<file path="src/rtl/seg7_scan_decoder_if.sv">
// Bus and readback bundle for seg7_scan_decoder: multiplexed active-low seven-segment bus
// in, recovered BCD digits and capture status out.
interface seg7_scan_decoder_if #(
  parameter int unsigned NUM_DIGITS = 4
);
  logic [NUM_DIGITS-1:0]   an_n;
  logic [6:0]              seg_n;
  logic [4*NUM_DIGITS-1:0] digits;
  logic [NUM_DIGITS-1:0]   digit_valid;
  logic [NUM_DIGITS-1:0]   invalid_pat;
  logic                    update;
  logic [2:0]              upd_idx;

  modport master (
    output an_n, seg_n,
    input  digits, digit_valid, invalid_pat, update, upd_idx
  );

  modport slave (
    input  an_n, seg_n,
    output digits, digit_valid, invalid_pat, update, upd_idx
  );
endinterface

</file>
<file path="src/rtl/seg7_scan_decoder.sv">
// Recovers the BCD digit shown on each position of a multiplexed active-low 7-segment bus.
// Define SEG7_SYNC_EN to add a two-flop synchronizer on an_n/seg_n for asynchronous pins.
module seg7_scan_decoder #(
  parameter int unsigned NUM_DIGITS    = 4,
  parameter int unsigned SETTLE_CYCLES = 16
) (
  input logic                clk,
  input logic                rst,
  seg7_scan_decoder_if.slave bus
);
  localparam int unsigned CntW = $clog2(SETTLE_CYCLES) + 1;

  typedef enum logic [1:0] {StIdle, StSettle, StHold} state_e;

  logic [NUM_DIGITS-1:0] an_in;
  logic [6:0]            seg_in;

`ifdef SEG7_SYNC_EN
  logic [NUM_DIGITS-1:0] an_s1_q, an_s2_q;
  logic [6:0]            seg_s1_q, seg_s2_q;

  always_ff @(posedge clk) begin
    if (rst) begin
      an_s1_q  <= '1;
      an_s2_q  <= '1;
      seg_s1_q <= '1;
      seg_s2_q <= '1;
    end else begin
      an_s1_q  <= bus.an_n;
      an_s2_q  <= an_s1_q;
      seg_s1_q <= bus.seg_n;
      seg_s2_q <= seg_s1_q;
    end
  end

  assign an_in  = an_s2_q;
  assign seg_in = seg_s2_q;
`else
  assign an_in  = bus.an_n;
  assign seg_in = bus.seg_n;
`endif

  logic [NUM_DIGITS-1:0]   an_q, an_p_q;
  logic [6:0]              seg_q, seg_p_q;
  state_e                  state_q, state_d;
  logic [CntW-1:0]         cnt_q, cnt_d;
  logic [4*NUM_DIGITS-1:0] digits_q, digits_d;
  logic [NUM_DIGITS-1:0]   valid_q, valid_d;
  logic [NUM_DIGITS-1:0]   invalid_q, invalid_d;
  logic                    update_q, update_d;
  logic [2:0]              upd_idx_q, upd_idx_d;

  logic [3:0] zeros;
  logic [2:0] sel_idx;
  logic       legal;
  logic       changed;
  logic       capture;
  logic       dec_hit;
  logic       dec_blank;
  logic [3:0] dec_val;

  // Exactly one low anode selects a position; off or multi-select is ignored.
  always_comb begin
    zeros   = '0;
    sel_idx = '0;
    for (int i = 0; i < NUM_DIGITS; i++) begin
      if (!an_q[i]) begin
        zeros   = zeros + 4'd1;
        sel_idx = 3'(i);
      end
    end
    legal   = (zeros == 4'd1);
    changed = ({an_q, seg_q} != {an_p_q, seg_p_q});
  end

  always_comb begin
    dec_hit   = 1'b1;
    dec_blank = 1'b0;
    dec_val   = 4'hF;
    case (seg_q)
      7'h01:   dec_val = 4'd0;
      7'h4F:   dec_val = 4'd1;
      7'h12:   dec_val = 4'd2;
      7'h06:   dec_val = 4'd3;
      7'h4C:   dec_val = 4'd4;
      7'h24:   dec_val = 4'd5;
      7'h20:   dec_val = 4'd6;
      7'h0F:   dec_val = 4'd7;
      7'h00:   dec_val = 4'd8;
      7'h04:   dec_val = 4'd9;
      7'h7F: begin
        dec_hit   = 1'b0;
        dec_blank = 1'b1;
      end
      default: dec_hit = 1'b0;
    endcase
  end

  always_comb begin
    state_d = state_q;
    cnt_d   = cnt_q;
    capture = 1'b0;
    unique case (state_q)
      StIdle: begin
        if (legal) begin
          state_d = StSettle;
          cnt_d   = CntW'(1);
        end else begin
          cnt_d = '0;
        end
      end
      StSettle: begin
        if (!legal) begin
          state_d = StIdle;
          cnt_d   = '0;
        end else if (changed) begin
          cnt_d = CntW'(1);
        end else if (cnt_q == CntW'(SETTLE_CYCLES - 1)) begin
          capture = 1'b1;
          state_d = StHold;
          cnt_d   = CntW'(SETTLE_CYCLES);
        end else begin
          cnt_d = cnt_q + CntW'(1);
        end
      end
      StHold: begin
        if (!legal) begin
          state_d = StIdle;
          cnt_d   = '0;
        end else if (changed) begin
          state_d = StSettle;
          cnt_d   = CntW'(1);
        end
      end
      default: begin
        state_d = StIdle;
        cnt_d   = '0;
      end
    endcase
  end

  // An undecodable pattern keeps the last good digit and only raises invalid_pat.
  always_comb begin
    digits_d  = digits_q;
    valid_d   = valid_q;
    invalid_d = invalid_q;
    update_d  = 1'b0;
    upd_idx_d = upd_idx_q;
    if (capture) begin
      update_d  = 1'b1;
      upd_idx_d = sel_idx;
      for (int i = 0; i < NUM_DIGITS; i++) begin
        if (3'(i) == sel_idx) begin
          if (dec_hit) begin
            digits_d[4*i +: 4] = dec_val;
            valid_d[i]         = 1'b1;
            invalid_d[i]       = 1'b0;
          end else if (dec_blank) begin
            digits_d[4*i +: 4] = 4'hF;
            valid_d[i]         = 1'b0;
            invalid_d[i]       = 1'b0;
          end else begin
            invalid_d[i] = 1'b1;
          end
        end
      end
    end
  end

  always_ff @(posedge clk) begin
    if (rst) begin
      an_q      <= '1;
      seg_q     <= 7'h7F;
      an_p_q    <= '1;
      seg_p_q   <= 7'h7F;
      state_q   <= StIdle;
      cnt_q     <= '0;
      digits_q  <= '1;
      valid_q   <= '0;
      invalid_q <= '0;
      update_q  <= 1'b0;
      upd_idx_q <= '0;
    end else begin
      an_q      <= an_in;
      seg_q     <= seg_in;
      an_p_q    <= an_q;
      seg_p_q   <= seg_q;
      state_q   <= state_d;
      cnt_q     <= cnt_d;
      digits_q  <= digits_d;
      valid_q   <= valid_d;
      invalid_q <= invalid_d;
      update_q  <= update_d;
      upd_idx_q <= upd_idx_d;
    end
  end

  assign bus.digits      = digits_q;
  assign bus.digit_valid = valid_q;
  assign bus.invalid_pat = invalid_q;
  assign bus.update      = update_q;
  assign bus.upd_idx     = upd_idx_q;
endmodule

</file>
<file path="src/flat_wrapper.sv">
// flat-port wrapper written by rule: the top's interface ports become plain ports
module seg7_scan_decoder_flat 
#(
  parameter int unsigned NUM_DIGITS    = 4,
  parameter int unsigned SETTLE_CYCLES = 16
)
  (clk, rst, bus_an_n, bus_seg_n, bus_digits, bus_digit_valid, bus_invalid_pat, bus_update, bus_upd_idx);
  seg7_scan_decoder_if #(.NUM_DIGITS(NUM_DIGITS)) bus_i ();
  input logic clk;
  input logic rst;
  input wire logic [$bits(bus_i.an_n)-1:0] bus_an_n;
  input wire logic [$bits(bus_i.seg_n)-1:0] bus_seg_n;
  output wire logic [$bits(bus_i.digits)-1:0] bus_digits;
  output wire logic [$bits(bus_i.digit_valid)-1:0] bus_digit_valid;
  output wire logic [$bits(bus_i.invalid_pat)-1:0] bus_invalid_pat;
  output wire logic [$bits(bus_i.update)-1:0] bus_update;
  output wire logic [$bits(bus_i.upd_idx)-1:0] bus_upd_idx;
  assign bus_i.an_n = bus_an_n;
  assign bus_i.seg_n = bus_seg_n;
  assign bus_digits = bus_i.digits;
  assign bus_digit_valid = bus_i.digit_valid;
  assign bus_invalid_pat = bus_i.invalid_pat;
  assign bus_update = bus_i.update;
  assign bus_upd_idx = bus_i.upd_idx;
  seg7_scan_decoder #(.NUM_DIGITS(NUM_DIGITS), .SETTLE_CYCLES(SETTLE_CYCLES)) u_core (.clk(clk), .rst(rst), .bus(bus_i));
endmodule
</file>
<file path="config.mk">
export PLATFORM = sky130hd
export DESIGN_NAME = seg7_scan_decoder_flat
export DESIGN_NICKNAME = d
export VERILOG_FILES = /design/src/rtl/seg7_scan_decoder_if.sv /design/src/rtl/seg7_scan_decoder.sv /design/src/flat_wrapper.sv
export SDC_FILE = /design/constraint.sdc
export NUM_CORES = 1
export LEC_CHECK = 0
export CAP_MARGIN = 20
export CORE_AREA = 2 2 67 85
export CTS_CLUSTER_SIZE = 30
export DETAILED_ROUTE_END_ITERATION = 12
export DIE_AREA = 0 0 69 87
export PLACE_DENSITY = 0.77
export SLEW_MARGIN = 20
export SYNTH_ARGS = -nofsm -noshare
export SYNTH_HDL_FRONTEND = slang
export SYNTH_SLANG_ARGS = --single-unit
</file>
<file path="constraint.sdc">
create_clock -name clk -period 3.5 [get_ports clk]
set_input_delay 0.35 -clock clk [delete_from_list [all_inputs] [get_ports clk]]
set_output_delay 0.35 -clock clk [all_outputs]
set_load 0.02 [all_outputs]
</file>
==> flow_summary.toml <==
[worst_setup_path]
setup.worst_path.end_class = "flip-flop"
cp.arrival_ns = 3.19
r2r_slack_ns = 0.52
worstReg2RegEnd = "u_core.bus.digit_valid[3]"
cp.required_ns = 3.71
criticalPathCategory = "flip-flop to flip-flop"
cp-start-kind = "flip-flop"
worst-path-max-fanout = 6
reg2reg_depth = 9
r2r-start = "u_core.an_q[1]"

[power_and_ir_drop]
switching_power_uw = 283
seqPwrFrac_pct = 54.6
combinationalPowerShare_pct = 9.0
p_int_uw = 956
pwr-share-clk_pct = 36.3
finalPower_mw = 1.24
p_sw_share_pct = 22.8
power_density_mw_per_mm2 = 388
peakVddDrop_mv = 0.260
p_leak_nw = 1.12

[place]
dp_slack_ns = 0.570
port_buffers = 39
dp_cells = 379
place_congestion = 0.872
post-dp-hpwl_mm = 4.03

[routing]
vias = 2209
initialDrtViolationCount = 179
drc = 0
ant_nets = 0
dr.pass1.iters = 4
finalWirelength_mm = 5.46
drt-vias-per-instance = 5.71
wl_per_cell_um = 14.1

[timing]
slew_headroom_pct = 52.5
drv_slew = 0
fin_crit_ns = 2.98
finalCritPeriodShare_pct = 85.1
finalSetupViolCount = 0
setup_ws_ns = 0.522
hold_viol_final = 0
max_freq_mhz = 336
finalClockSkew_ns = 0.00550
finalSetupTns_ns = 0
tightest_slew_ns = 0.713
grt_setup_unrepaired = "false"

[synthesis]
synth.avg_cell_area_um2 = 9.20
synth_warnings = 0
ys_seq_elements = 56
syn_nets = 310
synth_cell_types = 59
synth-main-ff-cell = "dfxtp_1"
synth_edf_count = 0
synthesis.area_mm2 = 0.00269
syn-instance-count = 292
ys_seq_area_share_pct = 41.7
synth-async-reset-ratio_pct = 0

[clock_tree]
post_cts_buffers = 0
clock_latency_ns = 0.31
cts_root_buf = "clkbuf_8"
cts_resized = 0
cts_tree = "built"
ctsHoldBuffers = 0
cts_inserted_buffers = 5
htree_num_levels = 2
numClockSinks = 56
path_clk_slew_ns = 0.09
cts_max_path_buffers = 2

[grt]
antenna_found_initial = 0
use_met2_pct = 32.4
grtUsageMet1_pct = 23.6
grt_max_degree = 30
grt_pass1_wl_mm = 9.29
overflow = 0
grt_pass1_vias = 2024
busiest_layer = "met2"
track_usage_pct = 19.0
grt_use_met3_pct = 2.78

[worst_hold_path]
hold_path.class = "flip-flop to flip-flop"
whs_endpoint = "u_core.bus.invalid_pat[1]"
worstHoldPathCells = 2
worstHoldStart = "u_core.bus.invalid_pat[1]"

[cells_and_area]
fin_nets = 340
drive_gt1_share_pct = 14.2
diodes = 0
area_delta_synth_final_pct = 18.9
layout_commonest_cell = "dfxtp_1"
instances_no_fill = 387
final_cell_mix = "dfxtp_1 (56), clkdlybuf4s50_1 (39), nor2_1 (24)"

[floorplanning]
rows = 30
die_h_um = 87
pin_count = 41
dieArea_mm2 = 0.00600
initial_core_util_pct = 51.1
coreArea_mm2 = 0.00526
fp.dieW_um = 69

[job]
maxCapViolations = 0

[outcome]
outcome = "complete, no violations"
power by group through the flow:
stage               registers [mW]  clock network (mW)  logic, mW
detailed placement           0.692                   0      0.111
global placement             0.691                   0      0.110
global route                 0.680               0.484      0.126
floorplan                    0.674                   0     0.0972
CTS                          0.677               0.461      0.112
finish                       0.677               0.450      0.112
synth_stat cells, drive strengths merged, types with 5 or more instances:
master	number	area share (%)
a22oi	11	3.1
o211ai	6	1.7
or2	21	4.9
dfxtp	56	42
nand2	13	1.8
nor4	5	2.2
nor2	24	3.4
and3	5	1.2
clkbuf	13	1.9
nand4	7	1.6
buf	8	2.8
ha	5	2.3
nor3	15	2.8
o21ai	7	1.3
inv	7	0.98
a21oi	13	2.4
xor2	14	4.6
nand3	6	1.1
how the worst max path moves through the flow:
stage	startpoint	endpoint	slack (ns)	cells after the start
3_3_place_gp	u_core.an_q[1]	u_core.bus.invalid_pat[3]	0.72	9
3_5_place_dp	u_core.an_q[1]	u_core.bus.digit_valid[3]	0.57	9
4_1_cts	u_core.an_q[1]	u_core.bus.digit_valid[3]	0.55	9
2_1_floorplan	u_core.an_q[1]	u_core.bus.invalid_pat[3]	0.86	9
6_report	u_core.an_q[1]	u_core.bus.digit_valid[3]	0.52	9
5_1_grt	u_core.an_q[1]	u_core.bus.digit_valid[3]	0.21	8
sequential cells by signal, indices dropped and copies added (netlist names):
signal and count:
u_core.an_p_q 4, u_core.an_q 4, u_core.bus.digit_valid 4, u_core.bus.digits 16
u_core.bus.invalid_pat 4, u_core.bus.upd_idx 2, u_core.bus.update 1, u_core.cnt_q 5
u_core.seg_p_q 7, u_core.seg_q 7, u_core.state_q 2
critical path, stage by stage, from the launching register on:
cell	delay, ns
dfxtp_1	0.45
inv_1	0.15
ha_1	0.38
xnor2_1	0.16
ha_1	0.31
or3b_2	0.44
o211ai_1	0.14
nand4_1	0.24
or2_2	0.37
o32ai_1	0.23
metal layers:
layer  routed length, um  up-vias
met5                   0        -
met4                 157        0
met3                 214       14
met2                2650       49
met1                2440     1036
li1                    -     1110
stage by stage:
| stage | hold slack [ns] | util [%] | instance area [um2] |
|---|---|---|---|
| 2_1_floorplan | 0.454 | - | 2690 |
| 3_3_place_gp | 0.439 | 58.4 | 3070 |
| 3_5_place_dp | 0.447 | 58.4 | 3070 |
| 4_1_cts | 0.458 | 60.8 | 3200 |
| 5_1_grt | 0.486 | 60.8 | 3200 |
| 6_report | 0.457 | 60.8 | 3200 |
cell families after synthesis:
| group | synth area share [%] |
|---|---|
| compound gates | 16.9 |
| buf+inv | 5.68 |
| fa+ha+maj | 2.33 |
| simple gates | 26.2 |
| flops | 41.7 |
| mux | 1.49 |
| xor+xnor | 5.54 |
| other cells | 0.140 |
final cells by class:
cell class                      instances  area, um2
Inverter                                7       26.3
Multi-Input combinational cell        208       1410
Timing Repair Buffer                   44        428
Tap cell                               64       80.1
Clock inverter                          1       30.0
Clock buffer                            7       96.3
Sequential cell                        56       1120
Fill cell                             471       2060
Power figures use the tool's default switching activity.
